===== src/rtl/alu_md_pkg.sv =====
// Shared definitions for the iterative multiply/divide unit: op encodings, FSM states
// and the iteration-counter width helper.
package alu_md_pkg;

  localparam logic [1:0] OP_MULT  = 2'b00;
  localparam logic [1:0] OP_MULTU = 2'b01;
  localparam logic [1:0] OP_DIV   = 2'b10;
  localparam logic [1:0] OP_DIVU  = 2'b11;

  typedef enum logic [1:0] {IDLE, RUN, FIN} state_e;

  function automatic int unsigned cnt_width(input int unsigned width, input int unsigned bpc);
    return $clog2(width / bpc + 1);
  endfunction

endpackage


===== src/rtl/alu_muldiv_unit_if.sv =====
// Request/result bundle between the EX stage and the multiply/divide unit.
interface alu_muldiv_unit_if #(
  parameter int unsigned WIDTH = 32
) ();

  logic             start;
  logic [1:0]       op;
  logic [WIDTH-1:0] a;
  logic [WIDTH-1:0] b;
  logic             cancel;
  logic             hi_we;
  logic             lo_we;
  logic [WIDTH-1:0] wdata;
  logic             busy;
  logic             done;
  logic             div_by_zero;
  logic [WIDTH-1:0] hi;
  logic [WIDTH-1:0] lo;

  modport master (
    output start, op, a, b, cancel, hi_we, lo_we, wdata,
    input  busy, done, div_by_zero, hi, lo
  );

  modport slave (
    input  start, op, a, b, cancel, hi_we, lo_we, wdata,
    output busy, done, div_by_zero, hi, lo
  );

endinterface


===== src/rtl/md_step.sv =====
// One radix-2 step: shift-add for multiply, restoring trial-subtract for divide.
// {hi_i, lo_i} is the running accumulator; opnd_i is the multiplicand or divisor.
module md_step #(
  parameter int unsigned WIDTH = 32
) (
  input  logic             div_i,
  input  logic [WIDTH-1:0] opnd_i,
  input  logic [WIDTH-1:0] hi_i,
  input  logic [WIDTH-1:0] lo_i,
  output logic [WIDTH-1:0] hi_o,
  output logic [WIDTH-1:0] lo_o
);

  logic [WIDTH:0] sum;
  logic [WIDTH:0] rem;
  logic [WIDTH:0] diff;

  always_comb begin
    sum  = {1'b0, hi_i} + (lo_i[0] ? {1'b0, opnd_i} : '0);
    rem  = {hi_i, lo_i[WIDTH-1]};
    diff = rem - {1'b0, opnd_i};
    if (div_i) begin
      // diff[WIDTH] set means the trial subtraction underflowed: restore.
      hi_o = diff[WIDTH] ? rem[WIDTH-1:0] : diff[WIDTH-1:0];
      lo_o = {lo_i[WIDTH-2:0], ~diff[WIDTH]};
    end else begin
      hi_o = sum[WIDTH:1];
      lo_o = {sum[0], lo_i[WIDTH-1:1]};
    end
  end

endmodule


===== src/rtl/alu_muldiv_unit.sv =====
// Iterative MULT/MULTU/DIV/DIVU unit with architectural HI/LO, retiring BPC bits per cycle
// on unsigned magnitudes and fixing signs up in the single FIN cycle.
module alu_muldiv_unit
  import alu_md_pkg::*;
#(
  parameter int unsigned WIDTH = 32,
  parameter int unsigned BPC   = 1
) (
  input logic               clk,
  input logic               rst_n,
  alu_muldiv_unit_if.slave  bus
);

  localparam int unsigned N  = WIDTH / BPC;
  localparam int unsigned CW = cnt_width(WIDTH, BPC);

  state_e           state_q, state_d;
  logic             is_div_q, psign_q, rsign_q, dbz_q;
  logic [WIDTH-1:0] opnd_q, acc_hi_q, acc_lo_q, hi_q, lo_q;
  logic [CW-1:0]    cnt_q;
  logic             done_q, dbz_out_q;

  logic             start_ok, a_neg, b_neg;
  logic [WIDTH-1:0] a_mag, b_mag, step_hi, step_lo;
  logic [WIDTH-1:0] quot, rem, res_hi, res_lo;
  logic [2*WIDTH-1:0] prod, prod_fix;

  assign start_ok = (state_q == IDLE) && bus.start && !bus.cancel;
  // op[0] clear selects the signed variants.
  assign a_neg    = ~bus.op[0] & bus.a[WIDTH-1];
  assign b_neg    = ~bus.op[0] & bus.b[WIDTH-1];
  assign a_mag    = a_neg ? -bus.a : bus.a;
  assign b_mag    = b_neg ? -bus.b : bus.b;

  for (genvar i = 0; i < BPC; i++) begin : g_step
    logic [WIDTH-1:0] hi_in, lo_in, hi_out, lo_out;
    if (i == 0) begin : g_first
      assign hi_in = acc_hi_q;
      assign lo_in = acc_lo_q;
    end else begin : g_next
      assign hi_in = g_step[i-1].hi_out;
      assign lo_in = g_step[i-1].lo_out;
    end
    md_step #(
      .WIDTH(WIDTH)
    ) u_md_step (
      .div_i (is_div_q),
      .opnd_i(opnd_q),
      .hi_i  (hi_in),
      .lo_i  (lo_in),
      .hi_o  (hi_out),
      .lo_o  (lo_out)
    );
  end
  assign step_hi = g_step[BPC-1].hi_out;
  assign step_lo = g_step[BPC-1].lo_out;

  always_comb begin
    prod     = {acc_hi_q, acc_lo_q};
    prod_fix = psign_q ? -prod : prod;
    quot     = dbz_q ? '1 : (psign_q ? -acc_lo_q : acc_lo_q);
    rem      = rsign_q ? -acc_hi_q : acc_hi_q;
    if (is_div_q) begin
      res_hi = rem;
      res_lo = quot;
    end else begin
      res_hi = prod_fix[2*WIDTH-1:WIDTH];
      res_lo = prod_fix[WIDTH-1:0];
    end
  end

  always_comb begin
    state_d = state_q;
    unique case (state_q)
      IDLE:    if (start_ok) state_d = RUN;
      RUN:     if (bus.cancel) state_d = IDLE;
               else if (cnt_q == CW'(1)) state_d = FIN;
      FIN:     state_d = IDLE;
      default: state_d = IDLE;
    endcase
  end

  always_ff @(posedge clk) begin
    if (!rst_n) begin
      state_q   <= IDLE;
      is_div_q  <= 1'b0;
      psign_q   <= 1'b0;
      rsign_q   <= 1'b0;
      dbz_q     <= 1'b0;
      opnd_q    <= '0;
      acc_hi_q  <= '0;
      acc_lo_q  <= '0;
      cnt_q     <= '0;
      hi_q      <= '0;
      lo_q      <= '0;
      done_q    <= 1'b0;
      dbz_out_q <= 1'b0;
    end else begin
      state_q   <= state_d;
      done_q    <= 1'b0;
      dbz_out_q <= 1'b0;
      if (state_q == IDLE) begin
        if (bus.hi_we) hi_q <= bus.wdata;
        if (bus.lo_we) lo_q <= bus.wdata;
      end
      if (start_ok) begin
        is_div_q <= bus.op[1];
        psign_q  <= a_neg ^ b_neg;
        rsign_q  <= a_neg;
        dbz_q    <= (bus.b == '0);
        // Multiply shifts the multiplier out of lo; divide shifts the dividend out of lo.
        opnd_q   <= bus.op[1] ? b_mag : a_mag;
        acc_lo_q <= bus.op[1] ? a_mag : b_mag;
        acc_hi_q <= '0;
        cnt_q    <= CW'(N);
      end
      if (state_q == RUN) begin
        acc_hi_q <= step_hi;
        acc_lo_q <= step_lo;
        cnt_q    <= cnt_q - CW'(1);
      end
      if (state_q == FIN && !bus.cancel) begin
        hi_q      <= res_hi;
        lo_q      <= res_lo;
        done_q    <= 1'b1;
        dbz_out_q <= is_div_q & dbz_q;
      end
    end
  end

  assign bus.busy        = (state_q != IDLE);
  assign bus.done        = done_q;
  assign bus.div_by_zero = dbz_out_q;
  assign bus.hi          = hi_q;
  assign bus.lo          = lo_q;

endmodule


===== src/flat_wrapper.sv =====
// flat-port wrapper written by rule: the top's interface ports become plain ports
module alu_muldiv_unit_flat import alu_md_pkg::*;
#(
  parameter int unsigned WIDTH = 32,
  parameter int unsigned BPC   = 1
)
  (clk, rst_n, bus_start, bus_op, bus_a, bus_b, bus_cancel, bus_hi_we, bus_lo_we, bus_wdata, bus_busy, bus_done, bus_div_by_zero, bus_hi, bus_lo);
  alu_muldiv_unit_if #(.WIDTH(WIDTH)) bus_i ();
  input logic clk;
  input logic rst_n;
  input wire logic [$bits(bus_i.start)-1:0] bus_start;
  input wire logic [$bits(bus_i.op)-1:0] bus_op;
  input wire logic [$bits(bus_i.a)-1:0] bus_a;
  input wire logic [$bits(bus_i.b)-1:0] bus_b;
  input wire logic [$bits(bus_i.cancel)-1:0] bus_cancel;
  input wire logic [$bits(bus_i.hi_we)-1:0] bus_hi_we;
  input wire logic [$bits(bus_i.lo_we)-1:0] bus_lo_we;
  input wire logic [$bits(bus_i.wdata)-1:0] bus_wdata;
  output wire logic [$bits(bus_i.busy)-1:0] bus_busy;
  output wire logic [$bits(bus_i.done)-1:0] bus_done;
  output wire logic [$bits(bus_i.div_by_zero)-1:0] bus_div_by_zero;
  output wire logic [$bits(bus_i.hi)-1:0] bus_hi;
  output wire logic [$bits(bus_i.lo)-1:0] bus_lo;
  assign bus_i.start = bus_start;
  assign bus_i.op = bus_op;
  assign bus_i.a = bus_a;
  assign bus_i.b = bus_b;
  assign bus_i.cancel = bus_cancel;
  assign bus_i.hi_we = bus_hi_we;
  assign bus_i.lo_we = bus_lo_we;
  assign bus_i.wdata = bus_wdata;
  assign bus_busy = bus_i.busy;
  assign bus_done = bus_i.done;
  assign bus_div_by_zero = bus_i.div_by_zero;
  assign bus_hi = bus_i.hi;
  assign bus_lo = bus_i.lo;
  alu_muldiv_unit #(.WIDTH(WIDTH), .BPC(BPC)) u_core (.clk(clk), .rst_n(rst_n), .bus(bus_i));
endmodule

===== config.mk =====
export PLATFORM = sky130hd
export DESIGN_NAME = alu_muldiv_unit_flat
export DESIGN_NICKNAME = d
export VERILOG_FILES = /design/src/rtl/alu_md_pkg.sv /design/src/rtl/alu_muldiv_unit_if.sv /design/src/rtl/md_step.sv /design/src/rtl/alu_muldiv_unit.sv /design/src/flat_wrapper.sv
export SDC_FILE = /design/constraint.sdc
export NUM_CORES = 1
export LEC_CHECK = 0
export ABC_AREA = 1
export BUFFER_PORTS_ARGS = -buffer_cell sky130_fd_sc_hd__buf_2
export CORE_AREA = 2 2 194 215
export CTS_CLUSTER_SIZE = 24
export DETAILED_ROUTE_END_ITERATION = 8
export DIE_AREA = 0 0 196 217
export PLACE_DENSITY = 0.62
export SLEW_MARGIN = 20
export SYNTH_ARGS = -nofsm -noshare
export SYNTH_HDL_FRONTEND = slang
export SYNTH_SLANG_ARGS = --single-unit

===== constraint.sdc =====
create_clock -name clk -period 2.3 [get_ports clk]
set_input_delay 0.46 -clock clk [delete_from_list [all_inputs] [get_ports clk]]
set_output_delay 0.46 -clock clk [all_outputs]
set_load 0.02 [all_outputs]

# After elaboration in Yosys (flattened, before gate mapping)
# Cells that the tools add are included.
[word_totals] ff_bits=174 input_bits=104
[classes] add_sub_neg=8 eq_ne=5 muxes=31 n_bitwise=6 n_reduce_logical=15
[ops] operator="32-bit two-way mux" n=23
[ops] operator="32-bit negator" n=4
[ops] operator="64-bit two-way mux" n=1
[ops] operator="64-bit negator" n=1
[ops] operator="32-bit by 33-bit adder with 33-bit output" n=1
[ops] operator="33-bit by 32-bit subtractor with 33-bit output" n=1
[ops] operator="32-bit zero test" n=1
[ops] operator="6-bit two-way mux" n=2
[ops] operator="2-bit nonzero test" n=5
[ops] operator="2-bit AND reduction" n=4
[ops] operator="6-bit by 1-bit == test with 1-bit output, second input constant" n=1
[ops] operator="2-bit two-way mux" n=3
[ops] operator="6-bit by 1-bit subtractor with 6-bit output, second input constant" n=1
[ops] operator="2-bit one-hot mux with 2 select lines" n=1
[ops] operator="1-bit bitwise AND" n=3
[ops] operator="1-bit logical AND" n=3
[ops] operator="3-bit by 2-bit inequality test with 1-bit output, second input constant" n=1
[ops] operator="2-bit by 1-bit == test with 1-bit output, second input constant" n=1
[ops] operator="2-bit == test, second input constant" n=1
[ops] operator="2-bit zero test" n=1
[ops] operator="2-bit by 1-bit inequality test with 1-bit output, second input constant" n=1
[ops] operator="1-bit inverter" n=2
[ops] operator="1-bit zero test" n=1
[ops] operator="1-bit two-way mux" n=1
[ops] operator="1-bit bitwise XOR" n=1

# Longest topological paths before layout
[depth] ltp_word=6 mapped_depth=22 depth_no_buf=20

# Hierarchy
# Synthesis repeated with hierarchy kept, for this count alone.
[hier_totals] hier_cells=3326 area_unflattened_um2=18245.0
[modules_own_cells] module="alu_muldiv_unit" n_inst=1 cells_per_inst=2017 area_each_um2=11887.7 seq_area_each_um2=3483.3
[modules_own_cells] module="md_step" n_inst=1 cells_per_inst=1309 area_each_um2=6357.3 seq_area_each_um2=0.0

# Worst setup path after synthesis
# Ideal clock, no wire load.
[synth_path] path_type="flip-flop to flip-flop" startpoint="register u_core.acc_lo_q[0]" endpoint="register u_core.acc_hi_q[27]" arrival_time_ns=2.378 slack_ns=-0.210 path_stages_with_launch=22 path_buffers=2 cell_sequence="dfxtp_1 > buf_6 > clkbuf_1 > nand2_1 > inv_1 > ha_1 > inv_1 > fa_1 > inv_1 > nand3_1 > nand3_1 > nand2_1 > nand2_1 > nand2_1 > nand2_1 > nand2_1 > nand3_1 > nand2_1 > nor2_1 > nor2_1 > nand2_1 > a21oi_1"
[synth_via] elab_chain_cells=4
[synth_lines] item="from (decl)" line="alu_muldiv_unit.sv:19" source="logic [WIDTH-1:0] opnd_q, acc_hi_q, acc_lo_q, hi_q, lo_q;"
[synth_lines] item="from (signal assigned)" line="alu_muldiv_unit.sv:113" source="acc_lo_q <= bus.op[1] ? a_mag : b_mag;"
[synth_lines] item="from (signal assigned)" line="alu_muldiv_unit.sv:119" source="acc_lo_q <= step_lo;"
[synth_lines] item="32-bit two-way mux" line="md_step.sv:19" source="sum = {1'b0, hi_i} + (lo_i[0] ? {1'b0, opnd_i} : '0);"
[synth_lines] item="32-bit by 33-bit adder with 33-bit output" line="md_step.sv:19"
[synth_lines] item="32-bit two-way mux" line="md_step.sv:22" source="if (div_i) begin"
[synth_lines] item="32-bit two-way mux" line="alu_muldiv_unit.sv:117" source="if (state_q == RUN) begin"
[synth_lines] item="to (signal assigned)" line="alu_muldiv_unit.sv:118" source="acc_hi_q <= step_hi;"
[synth_lines] item="to (decl)" line="alu_muldiv_unit.sv:19"
# No other way between the ends.
# A chain may end at the register's enable or synchronous reset.

# Worst setup path in the final report
[layout_path] startpoint="register u_core.acc_lo_q[31]" endpoint="register u_core.acc_hi_q[7]"
[layout_via] elab_chain_cells=4
[layout_lines] item="33-bit by 32-bit subtractor with 33-bit output" line="md_step.sv:21" source="diff = rem - {1'b0, opnd_i};"
[layout_lines] item="32-bit two-way mux" line="md_step.sv:24" source="hi_o = diff[WIDTH] ? rem[WIDTH-1:0] : diff[WIDTH-1:0];"
[layout_lines] item="32-bit two-way mux" line="md_step.sv:22"
[layout_lines] item="32-bit two-way mux" line="alu_muldiv_unit.sv:117"
# No other way between the ends.

==> run_results.csv <==
group,metric,value,unit
run_status,status,"finished, violations left",
run_status,violations,"setup timing",
clock_tree,tritoncts,"done",
timing,min_period,2.477,ns
final_layout,antenna_cells,0,
yosys,seq_area_frac_synth,19.31,%
yosys,syn_inst,3331,
pwr,seqPwrFrac,26.9,%
route,dr.pass1.iters,9,
yosys,netlist_area,0.01803,mm^2
route,ant_nets,0,
timing,max-slew-margin-rel,61.66,%
final_layout,fin_nets,4065,
pwr,power_density,496.3,mW/mm^2
timing,worst_slack,-0.1771,ns
critical_path,worstSetupPathType,"flop to flop",
pwr,p_leak,13.46,nW
timing,setup_viol,33,
critical_path,cp-start-kind,"flop",
placement,place.gp.congestion,1.135,
clock_tree,root_buffer,"clkbuf_16",
critical_path,r2r_cells,19,
hold_path,hold_class,"input port to flop",
clock_tree,cts_hold_buf,0,
die,die_width,196,um
die,core-area,0.04060,mm^2
critical_path,crit_fanout,7,
pwr,ir_drop,0.5962,mV
critical_path,required,2.68,ns
pwr,p_sw,5.481,mW
yosys,yosys_warnings,0,
yosys,synth-edff-count,0,
die,die-area,0.04253,mm^2
timing,fmax,0.4037,GHz
die,rows,78,
critical_path,r2r_slack,-0.18,ns
global_routing,antenna_found_initial,1,
timing,rsz0062_at_grt,"yes",
critical_path,r2r-start,"u_core.acc_lo_q[31]",
timing,drv_slew,0,
final_layout,finish.utilization,61.90,%
hold_path,min_from,"bus_cancel",
clock_tree,htree_num_levels,4,
global_routing,grt_pass1_wl,131.2,mm
clock_tree,clkTransAtPathRegs,0.09,ns
route,viasPerCell,5.547,
clock_tree,clockBufferDepth,2,
die,ioPinCount,171,
yosys,syn_avg_cell_area,5.414,um^2
yosys,yosys_most_used_dff,"dfxtp_1",
route,drc,0,
placement,place_ws,-0.4016,ns
hold_path,hold_depth,2,
final_layout,drive_above_1_share,25.96,%
final_layout,n_fill_cell,4012,
route,routed_wl,90.01,mm
timing,tightest_slew,0.5691,ns
critical_path,critPathCaptureType,"flop",
global_routing,grt_pass1_vias,22569,
timing,min_period_over_period,107.7,%
timing,fin_skew,0.01878,ns
clock_tree,clock_sinks,174,
yosys,synth-seq-cells,174,
pwr,switching_share,43.94,%
placement,port_buffers,170,
placement,hpwl,72.31,mm
global_routing,grtUsageTotal,40.72,%
clock_tree,cts_made_buffers,17,
timing,finalHoldViolCount,0,
critical_path,arrival,2.86,ns
yosys,synthDistinctLibCells,49,
hold_path,hold-path-endpoint,"u_core.state_q[1]",
die,start_util,44.42,%
yosys,synth_nets,3507,
final_layout,area_growth,39.34,%
critical_path,r2r_end,"u_core.acc_hi_q[7]",
route,dr.first_iter.drc_count,2739,
pwr,clkPwrFrac,25.3,%
placement,dp_cells,4366,
route,vias,24528,
global_routing,grt_remaining_overflow,0,
final_layout,fin_cells,4422,
route,wire_per_inst,20.36,um
global_routing,grt_max_degree,79,
timing,whs,0.2681,ns
die,dieHeight,217,um
pwr,power_frac_comb,47.9,%
flow_run,max-cap-violations,0,
pwr,power.internal,6.991,mW
clock_tree,clock_latency,0.48,ns
yosys,async_flop_share,0,%
## Yosys cell counts, drive strengths merged (3+ instances only)
master | instances | area [um^2]
a211oi | 3 | 22.52
a21o | 3 | 22.52
a21oi | 211 | 1056
a221oi | 5 | 43.79
a31oi | 29 | 181.4
and2 | 7 | 43.79
buf | 35 | 172.7
clkbuf | 82 | 307.8
clkinv | 4 | 15.01
dfxtp | 174 | 3483
ha | 70 | 875.8
inv | 565 | 2121
nand2 | 1118 | 4214
nand3 | 295 | 1481
nand3b | 8 | 60.06
nand4 | 38 | 237.7
nor2 | 271 | 1045
nor3 | 47 | 255.3
nor4 | 4 | 25.02
o2111ai | 11 | 96.34
o211ai | 25 | 187.7
o21ai | 200 | 1020
o21bai | 10 | 75.07
o22ai | 3 | 18.77
o31ai | 6 | 45.04
or2 | 10 | 62.56
xnor2 | 25 | 219.0
xor2 | 60 | 525.5
## cell families after synthesis
kind of cell / share of synthesized area (%)
compound gates: 15.76
xor+xnor: 4.128
fa+ha+maj: 5.078
buf+inv: 14.51
flops: 19.31
simple gates: 41.21
## routing by layer
metal | GRT usage, % | part of all wire, %
met1 | 49.29 | 39
met2 | 67.51 | 45
met3 | 7.438 | 8.9
met4 | 24.19 | 7.1
met5 | 0 | 0.019
## area by class of cell
type | count | area [um^2] | share of cell area (%)
clock inverters | 15 | 206.4 | 0.8215
well taps | 520 | 650.6 | 2.589
flip-flops and latches | 174 | 3545 | 14.11
clock buffers | 17 | 425.4 | 1.693
repair buffers | 655 | 4841 | 19.26
multi-input cells | 2472 | 13320 | 53.02
inverters | 569 | 2138 | 8.509
## power by group through the flow
stage	clock network (mW)	registers, mW	logic (mW)
2_1_floorplan	0	3.45	2.73
3_3_place_gp	0	3.40	5.09
3_5_place_dp	0	3.40	5.14
4_1_cts	3.17	3.34	5.53
5_1_grt	3.27	3.36	6.39
6_report	3.15	3.35	5.97
## worst max-delay path, cell delays in order, from the launching register on
cell and delay, ns:
dfxtp_1 0.35, inv_1 0.09, ha_4 0.17, fa_2 0.38, inv_2 0.08, nand2_2 0.05
nand2_2 0.07, nand3_2 0.07, nand2_2 0.08, nand2_2 0.05, nand2_2 0.09, nand2_4 0.08
nand2_4 0.09, nand2_8 0.09, nand2_8 0.14, buf_16 0.17, nand2_4 0.05, nand3_2 0.05
nand2_1 0.06, a21oi_1 0.17
## what timing repair did
item	4_1_cts	5_1_grt
setup endpoints to repair	46	63
setup buffers	7	13
resized for setup	167	198
gates cloned	2	2
endpoints found under the hold margin	0	0
pin swaps	25	58
## registers in the layout (all words and copies together) (netlist names), 2 cells and up
| register | cells |
|---|---|
| u_core.cnt_q | 6 |
| u_core.bus.hi | 32 |
| u_core.bus.lo | 32 |
| u_core.state_q | 2 |
| u_core.acc_lo_q | 32 |
| u_core.opnd_q | 32 |
| u_core.acc_hi_q | 32 |
## cells in the final DEF, fill, tap and decap left out, types with 19 or more instances in the layout
master	count
nand3_2	28
ha_1	26
dfxtp_1	139
a31oi_1	29
buf_2	170
xor2_1	57
xnor2_1	24
nand2_2	59
a21oi_1	186
o211ai_1	25
a21oi_2	23
nor2_2	35
clkbuf_16	19
buf_4	450
nor3_1	36
o21ai_0	176
nand3_1	262
nand2_1	1039
dfxtp_2	28
nand4_1	38
buf_12	19
nor2_1	228
inv_1	539
ha_4	39
inv_2	25
## worst max path at each step
stage | startpoint | to
floorplan | u_core.acc_lo_q[0] | u_core.acc_hi_q[27]
global placement | u_core.opnd_q[21] | u_core.acc_hi_q[23]
detailed placement | bus_a[0] | u_core.acc_lo_q[24]
CTS | u_core.opnd_q[0] | u_core.acc_hi_q[12]
global route | u_core.opnd_q[0] | u_core.acc_hi_q[7]
finish | u_core.acc_lo_q[31] | u_core.acc_hi_q[7]
## metrics by stage
stage	instance area (um^2)	TNS, ns	power (mW)
2_1_floorplan	18050	0	6.177
3_3_place_gp	22770	-11.46	8.493
3_5_place_dp	22770	-13.08	8.541
4_1_cts	24160	-2.289	12.04
5_1_grt	25130	-7.522	13.01
6_report	25130	-3.739	12.47
No activity file was read; power rests on OpenSTA's default activity.
